### config.mk
export PLATFORM = sky130hd
export DESIGN_NAME = sys_array_output_collector
export DESIGN_NICKNAME = d
export VERILOG_FILES = /design/src/rtl/sys_array_output_collector.sv
export SDC_FILE = /design/constraint.sdc
export NUM_CORES = 1
export LEC_CHECK = 0
export CAP_MARGIN = 40
export CORE_ASPECT_RATIO = 0.5
export CORE_MARGIN = 2
export CORE_UTILIZATION = 62
export CTS_BUF_LIST = sky130_fd_sc_hd__clkbuf_16
export DETAILED_ROUTE_END_ITERATION = 12
export GPL_TIMING_DRIVEN = 0
export PLACE_DENSITY = 0.95
export SYNTH_ARGS = -nofsm -noshare
export SYNTH_HDL_FRONTEND = slang
export SYNTH_SLANG_ARGS = --single-unit
### constraint.sdc
create_clock -name clk -period 9.7 [get_ports clk]
set_input_delay 1.94 -clock clk [delete_from_list [all_inputs] [get_ports clk]]
set_output_delay 1.94 -clock clk [all_outputs]
set_load 0.01 [all_outputs]
### src/rtl/sys_array_output_collector.sv
// Collects skewed systolic-array column outputs, re-aligns them into rows and streams them via a FWFT FIFO.
// Optional build macro SYS_ARRAY_COLLECTOR_RELU_EN clamps negative words to zero on FIFO write.
module sys_array_output_collector #(
  parameter int DATA_WIDTH = 8,
  parameter int COLS       = 4,
  parameter int FIFO_DEPTH = 4,
  parameter int ROW_W      = 8
) (
  input  logic                         clk,
  input  logic                         reset_n,
  input  logic                         start,
  input  logic [ROW_W-1:0]             num_rows,
  input  logic [COLS-1:0]              col_valid,
  input  logic [COLS*2*DATA_WIDTH-1:0] col_data,
  output logic                         out_valid,
  input  logic                         out_ready,
  output logic [COLS*2*DATA_WIDTH-1:0] out_row,
  output logic                         out_last,
  output logic                         busy,
  output logic                         done,
  output logic                         overflow,
  output logic                         skew_err
);
  localparam int WW = 2*DATA_WIDTH;
  localparam int RW = COLS*WW;
  localparam int AW = $clog2(FIFO_DEPTH);
  localparam logic [AW:0]      PTR_ONE = 1;
  localparam logic [ROW_W-1:0] CNT_ONE = 1;

  typedef enum logic [1:0] {IDLE, COLLECT, DRAIN} state_t;

  function automatic logic signed [WW-1:0] store_word(input logic signed [WW-1:0] w);
`ifdef SYS_ARRAY_COLLECTOR_RELU_EN
    return w[WW-1] ? '0 : w;
`else
    return w;
`endif
  endfunction

  // Stage p0: input register, loaded every cycle
  logic [COLS-1:0]      vld_p0;
  logic signed [WW-1:0] dat_p0 [COLS];

  always_ff @(posedge clk or negedge reset_n) begin
    if (!reset_n) begin
      vld_p0 <= '0;
      for (int j = 0; j < COLS; j++) dat_p0[j] <= '0;
    end else begin
      vld_p0 <= col_valid;
      for (int j = 0; j < COLS; j++) dat_p0[j] <= col_data[j*WW +: WW];
    end
  end

  // De-skew: earlier columns wait so that every column of a row lines up with the last one
  logic [COLS-1:0]      vld_al;
  logic signed [WW-1:0] dat_al [COLS];

  for (genvar j = 0; j < COLS; j++) begin : g_col
    localparam int D = COLS - 1 - j;
    if (D == 0) begin : g_direct
      assign vld_al[j] = vld_p0[j];
      assign dat_al[j] = dat_p0[j];
    end else begin : g_delay
      logic                 vld_d [D];
      logic signed [WW-1:0] dat_d [D];
      always_ff @(posedge clk or negedge reset_n) begin
        if (!reset_n) begin
          for (int s = 0; s < D; s++) begin
            vld_d[s] <= 1'b0;
            dat_d[s] <= '0;
          end
        end else begin
          vld_d[0] <= vld_p0[j];
          dat_d[0] <= dat_p0[j];
          for (int s = 1; s < D; s++) begin
            vld_d[s] <= vld_d[s-1];
            dat_d[s] <= dat_d[s-1];
          end
        end
      end
      assign vld_al[j] = vld_d[D-1];
      assign dat_al[j] = dat_d[D-1];
    end
  end

  logic [RW-1:0] row_st;
  always_comb begin
    row_st = '0;
    for (int j = 0; j < COLS; j++) row_st[j*WW +: WW] = store_word(dat_al[j]);
  end

  // Stage p1: FIFO write and frame control
  state_t           state;
  logic [ROW_W-1:0] num_q, wr_cnt, rd_cnt;
  logic [AW:0]      wp, rp;
  logic [RW-1:0]    mem [FIFO_DEPTH];
  logic [RW-1:0]    hold_q;
  logic             empty, full, aligned, partial, take, push, pop;

  assign empty   = (wp == rp);
  assign full    = (wp[AW] != rp[AW]) && (wp[AW-1:0] == rp[AW-1:0]);
  assign aligned = &vld_al;
  assign partial = (|vld_al) && !aligned;
  assign take    = (state == COLLECT) && aligned && (wr_cnt < num_q);
  assign pop     = !empty && out_ready;
  assign push    = take && (!full || pop);

  assign out_valid = !empty;
  assign out_row   = empty ? hold_q : mem[rp[AW-1:0]];
  assign out_last  = !empty && (rd_cnt == num_q - CNT_ONE);
  assign busy      = (state != IDLE);

  always_ff @(posedge clk) begin
    if (push) mem[wp[AW-1:0]] <= row_st;
  end

  always_ff @(posedge clk or negedge reset_n) begin
    if (!reset_n) begin
      state    <= IDLE;
      num_q    <= '0;
      wr_cnt   <= '0;
      rd_cnt   <= '0;
      wp       <= '0;
      rp       <= '0;
      hold_q   <= '0;
      done     <= 1'b0;
      overflow <= 1'b0;
      skew_err <= 1'b0;
    end else begin
      done <= 1'b0;
      if (push) wp <= wp + PTR_ONE;
      if (pop) begin
        rp     <= rp + PTR_ONE;
        hold_q <= mem[rp[AW-1:0]];
        rd_cnt <= rd_cnt + CNT_ONE;
      end
      if (state == COLLECT && partial) skew_err <= 1'b1;
      if (take && full && !pop) overflow <= 1'b1;
      case (state)
        IDLE: begin
          if (start) begin
            overflow <= 1'b0;
            skew_err <= 1'b0;
            if (num_rows != '0) begin
              num_q  <= num_rows;
              wr_cnt <= '0;
              rd_cnt <= '0;
              state  <= COLLECT;
            end else begin
              done <= 1'b1;
            end
          end
        end
        COLLECT: begin
          if (push) begin
            wr_cnt <= wr_cnt + CNT_ONE;
            if (wr_cnt + CNT_ONE == num_q) state <= DRAIN;
          end
        end
        default: ;
      endcase
      if (pop && out_last) begin
        done  <= 1'b1;
        state <= IDLE;
      end
    end
  end

endmodule

Yosys cells after proc, flatten, opt, wreduce, memory -nomap -nowiden --
Memories as Yosys holds them, arrays and structs flattened. Cells that the tools add are included.
Cells by class: equal/unequal tests 13, $add $sub $neg 5, reductions and logical operators 26, $lt $le $gt $ge 1, muxes and demuxes 27
Operators with widths (count):
- 64-bit two-way mux | 1
- 8-bit two-way mux | 7
- 8-bit by 1-bit adder with 8-bit output, second input constant | 2
- 8-bit == test | 2
- 8-bit case mux with 2 select lines | 1
- 1-bit two-way mux | 12
- 1-bit logical AND | 11
- 2-bit two-way mux | 5
- 8-bit less-than comparator | 1
- 4-bit AND reduction | 2
- 8-bit nonzero test | 1
- 8-bit by 1-bit subtractor with 8-bit output, second input constant | 1
- 3-bit by 1-bit adder with 3-bit output, second input constant | 2
- 2-bit != test, second input constant | 3
- 3-bit != test, second input constant | 2
- 5-bit AND reduction | 1
- 1-bit logical NOT | 4
- 2-bit case mux with 2 select lines | 1
- 2-bit nonzero test | 2
- 4-bit OR reduction | 1
- 3-bit == test | 1
- 3-bit by 1-bit != test with 1-bit output, second input constant | 1
- 3-bit by 2-bit != test with 1-bit output, second input constant | 1
- 3-bit AND reduction | 1
- other kinds (6) | 6
Storage, ports and cells: output and inout port bits 70, flip-flop bits (word level) 269, input bits 80, memory bits (writable) 256, memories kept 1, logic and storage cells 100
Memory list:
- mem | words 4, bits a word 64, read ports 1, clocked after Yosys merged registers in 0, wr ports 1, line 96 | logic [RW-1:0] mem [FIFO_DEPTH];

Depth between registers and ports, before layout --
depth in word-level cells 8, mapped depth 10, mapped depth without buffers 8

Least setup slack after synthesis --
OpenSTA, ideal clock, no wires.
kind input port to flip-flop, start point in out_ready, end point mem mem[0][0] (netlist name) (enable), data required time 9.271 ns, arrival 4.267 ns, buffers on the path 1, setup time 0.429 ns, slack 5.004 ns, cell stages on the path 5, cells stage by stage and4b_1 nor3_1 and2b_1 buf_2 and2_1
On the way: cells in the longest elaborated chain, start to end 5
Ends and longest elaborated chain:
- from (decl) | line 16 | input logic out_ready,
- 1-bit logical AND | line 105 | assign pop = !empty && out_ready;
- 1-bit logical OR | line 106 | assign push = take && (!full || pop);
- 1-bit logical AND | line 106
- 1-bit two-way mux | line 114 | if (push) mem[wp[AW-1:0]] <= row_st;
- 1-bit two-way mux (not written as such) | line 114
- to (decl) | line 96
Every way passes these cells.

Worst setup path after layout --
start point reg rp[0], end point out out_row[4]
On the way: cells in the longest elaborated chain, start to end 2, elaborated cells on any way between the ends 3, those cells by class eq/ne (1); mux (1); memory (1)
Ends and longest elaborated chain:
- from (decl) | line 95 | logic [AW:0] wp, rp;
- from (signal assigned) | line 133 | rp <= rp + PTR_ONE;
- memory read 4 x 64 bit / 3-bit == test (equally long branches)
- 64-bit two-way mux (*) | line 109 | assign out_row = empty ? hold_q : mem[rp[AW-1:0]];
- to (decl) | line 17 | output logic [COLS*2*DATA_WIDTH-1:0] out_row,
Mark *: on every way between the ends. The rest lies on a longest branch, timed or not.

==> flow_metrics.tcl <==
set metrics [dict create \
    status "finished, final reports clean" \
    worstSetupEndpointType "output pin" \
    fillers 1463 \
    p_sw_frac 0.3277 \
    die_h_um 127.4 \
    relSlewSlack 0.3917 \
    routedWlPerCell_um 27.71 \
    peakVddDrop_mv 0.1640 \
    rr_startpoint "num_q[7]" \
    clock_sinks 525 \
    cts_buffer_depth 3 \
    cts-htree-levels 2 \
    power_frac_clock 0.260 \
    multi_input_area_mm2 0.004242 \
    dp_hpwl_mm 25.87 \
    io_pins 150 \
    setup_violations 0 \
    hp-class "register to register" \
    p_total_mw 6.862 \
    slew_viol_final 0 \
    critPathArrivalTime_ns 3.76 \
    grt_pass1_vias 11449 \
    hold_buffers 0 \
    startpoint "rp[0]" \
    grt_pass1_wl_mm 72.20 \
    wl_mm 47.99 \
    insertion_delay_ns 0.57 \
    critPathKind "register to output pin" \
    diodes 0 \
    cp-start-kind "register" \
    drtAntennaViolNets 0 \
    grtUsageTotal 0.3102 \
    fin_crit_sh 0.5873 \
    firstDrtPassIters 8 \
    ys_seq_area_frac 0.7641 \
    cts_tree "done" \
    fin_util 0.7458 \
    drtIter0Drc 1615 \
    grt_overflow 0 \
    yosysWarningCount 0 \
    detail_route.vias_per_cell 6.311 \
    row_count 45 \
    final_nets 1394 \
    crit_required_ns 7.76 \
    cts_made_buffers 43 \
    synth_cell_type_count 54 \
    yosys_register_bits 525 \
    dr_total_vias 10931 \
    routabilityCongestion 0.8530 \
    p_comb_frac 0.336 \
    cap_viol_max_count 0 \
    syn_nets 1193 \
    p_seq_frac 0.404 \
    max_freq_mhz 175.5 \
    synth_top_flop_cell "dfrtp_1" \
    p_leak_nw 8.770 \
    antenna_found_initial 0 \
    p_per_area_mw_per_mm2 305.4 \
    clock-root-buffer "clkbuf_16" \
    fin_tns_setup_ns 0 \
    syn_area_mm2 0.01887 \
    core_area_mm2 0.03012 \
    cts_setup_buffers 0 \
    worst-path-max-fanout 10 \
    port_buffers 149 \
    period_needed_ns 5.697 \
    start_util 0.6264 \
    syn_inst 1097 \
    drive_above_1_share 0.1658 \
    p_int_mw 4.613 \
    area_growth_syn_to_layout_pct 19.06 \
    synth-async-reset-ratio 0.5124 \
    drc_errors 0 \
    final-hold-violation-count 0 \
    hp-start "dat_p0[40]" \
    seqCellArea_mm2 0.01442 \
    path_clk_slew_ns 0.08 \
    cts_resized 0 \
    dieWidth_um 250.7 \
    max_slew.worst_pin.slew_ns 0.9125 \
    p_switching_mw 2.249 \
    rsz0062_at_grt "false" \
    synth_edf_count 256 \
    dieArea_mm2 0.03193 \
    grt_max_degree 109 \
    skew_ns 0.02433 \
    synth.avg_cell_area_um2 17.20 \
]
-- Yosys cell counts (all sizes together), types with 4 or more instances --
cell type / instances / area share
dfrtp: 269 / 0.36
edfxtp: 256 / 0.41
nand2: 219 / 0.044
mux2: 65 / 0.039
mux4: 64 / 0.076
clkbuf: 28 / 0.0056
o21ai: 19 / 0.0050
xnor2: 19 / 0.0088
ha: 16 / 0.011
buf: 15 / 0.0034
nor2: 15 / 0.0030
a21oi: 14 / 0.0039
inv: 13 / 0.0026
xor2: 11 / 0.0051
and2: 6 / 0.0020
and3: 6 / 0.0020
nor3: 6 / 0.0016
nand4: 5 / 0.0017
or3: 5 / 0.0017
nand3: 4 / 0.0013
-- layout make-up --
| type | instances | share of cell area |
|---|---|---|
| clock buffer | 45 | 0.05012 |
| buffer | 43 | 0.007574 |
| timing repair buffer | 156 | 0.07446 |
| multi-input combinational | 516 | 0.1888 |
| inverter | 13 | 0.002172 |
| tap | 399 | 0.02222 |
| sequential | 525 | 0.6418 |
| clock inverter | 35 | 0.01286 |
-- critical path, stage by stage (launching register included) --
cell             delay (ns)
dfrtp_1                0.46
buf_1                  0.71
buf_2                  0.48
mux4_2                 0.60
mux2_2                 0.32
clkdlybuf4s50_1        0.62
-- power groups by stage --
stage	sequential (mW)	clock, mW	combinational (mW)
detailed placement	2.78	0	2.17
floorplan	2.72	0	1.23
finish	2.77	1.79	2.30
CTS	2.76	1.79	2.28
global placement	2.75	0	2.03
global route	2.79	1.89	2.40
-- metrics by stage --
stage,hold slack (ns),area [um^2],setup slack [ns],cells
floorplan,0.3312,18870,5.004,1097
global placement,0.3313,20860,-4.528,1645
finish,0.3329,22470,4.003,1732
CTS,0.3330,22460,4.023,1731
global route,0.3356,22470,3.873,1732
detailed placement,0.3347,21040,4.708,1651
-- path summary, 6_finish.rpt --
check	endpoint	slack, ns	cells after the start
max	out_row[4]	4.00	5
min	g_col[1].g_delay.dat_d[24]	0.33	0
max reg2reg	mem[1][31]	6.53	8
min reg2reg	g_col[1].g_delay.dat_d[24]	0.33	0
max in group asynchronous	g_col[1].g_delay.vld_d[0]	7.00	3
min in group asynchronous	dat_al[45]	1.32	1
-- routing by layer --
| metal | global-route usage | part of all wire | vias to the layer above |
|---|---|---|---|
| met2 | 0.5356 | 0.52 | 710 |
| li1 | - | - | 4386 |
| met5 | 0 | 0 | - |
| met1 | 0.3920 | 0.36 | 5678 |
| met3 | 0.05155 | 0.075 | 157 |
| met4 | 0.1522 | 0.046 | 0 |
-- flip-flops by register name, summed over array words and instances (netlist names), 4 cells and up --
name and count:
dat_al 48, wr_cnt 8, g_col.g_delay.dat_d 64, g_col.g_delay.vld_d 6, rd_cnt 8, vld_p0 4
dat_p0 48, mem 256, num_q 8, hold_q 64
-- cells in the final DEF (no fill, tap or decap), types with 7 or more instances in the layout --
cell type        count
buf_2                7
nand2_1            219
inv_1               21
o21ai_0             18
clkbuf_1            28
mux2_2              65
clkinv_2             9
clkbuf_16           45
edfxtp_1           256
a21oi_1             13
buf_1                8
nor2_1              15
dfrtp_1            269
xnor2_1             19
clkdlybuf4s50_1    148
mux4_2              64
xor2_1              11
ha_1                16
-- logic make-up after synthesis --
logic type | after synthesis | synth area share
flip-flops | 525 | 0.7641
AND/OR/NAND/NOR | 285 | 0.06439
multiplexers | 130 | 0.1157
buffers and inverters | 56 | 0.01160
AO/OA/AOI/OAI | 55 | 0.01963
XOR/XNOR | 30 | 0.01392
adder cells (fa/ha/maj) | 16 | 0.01061
No activity file was read; power rests on OpenSTA's default activity.
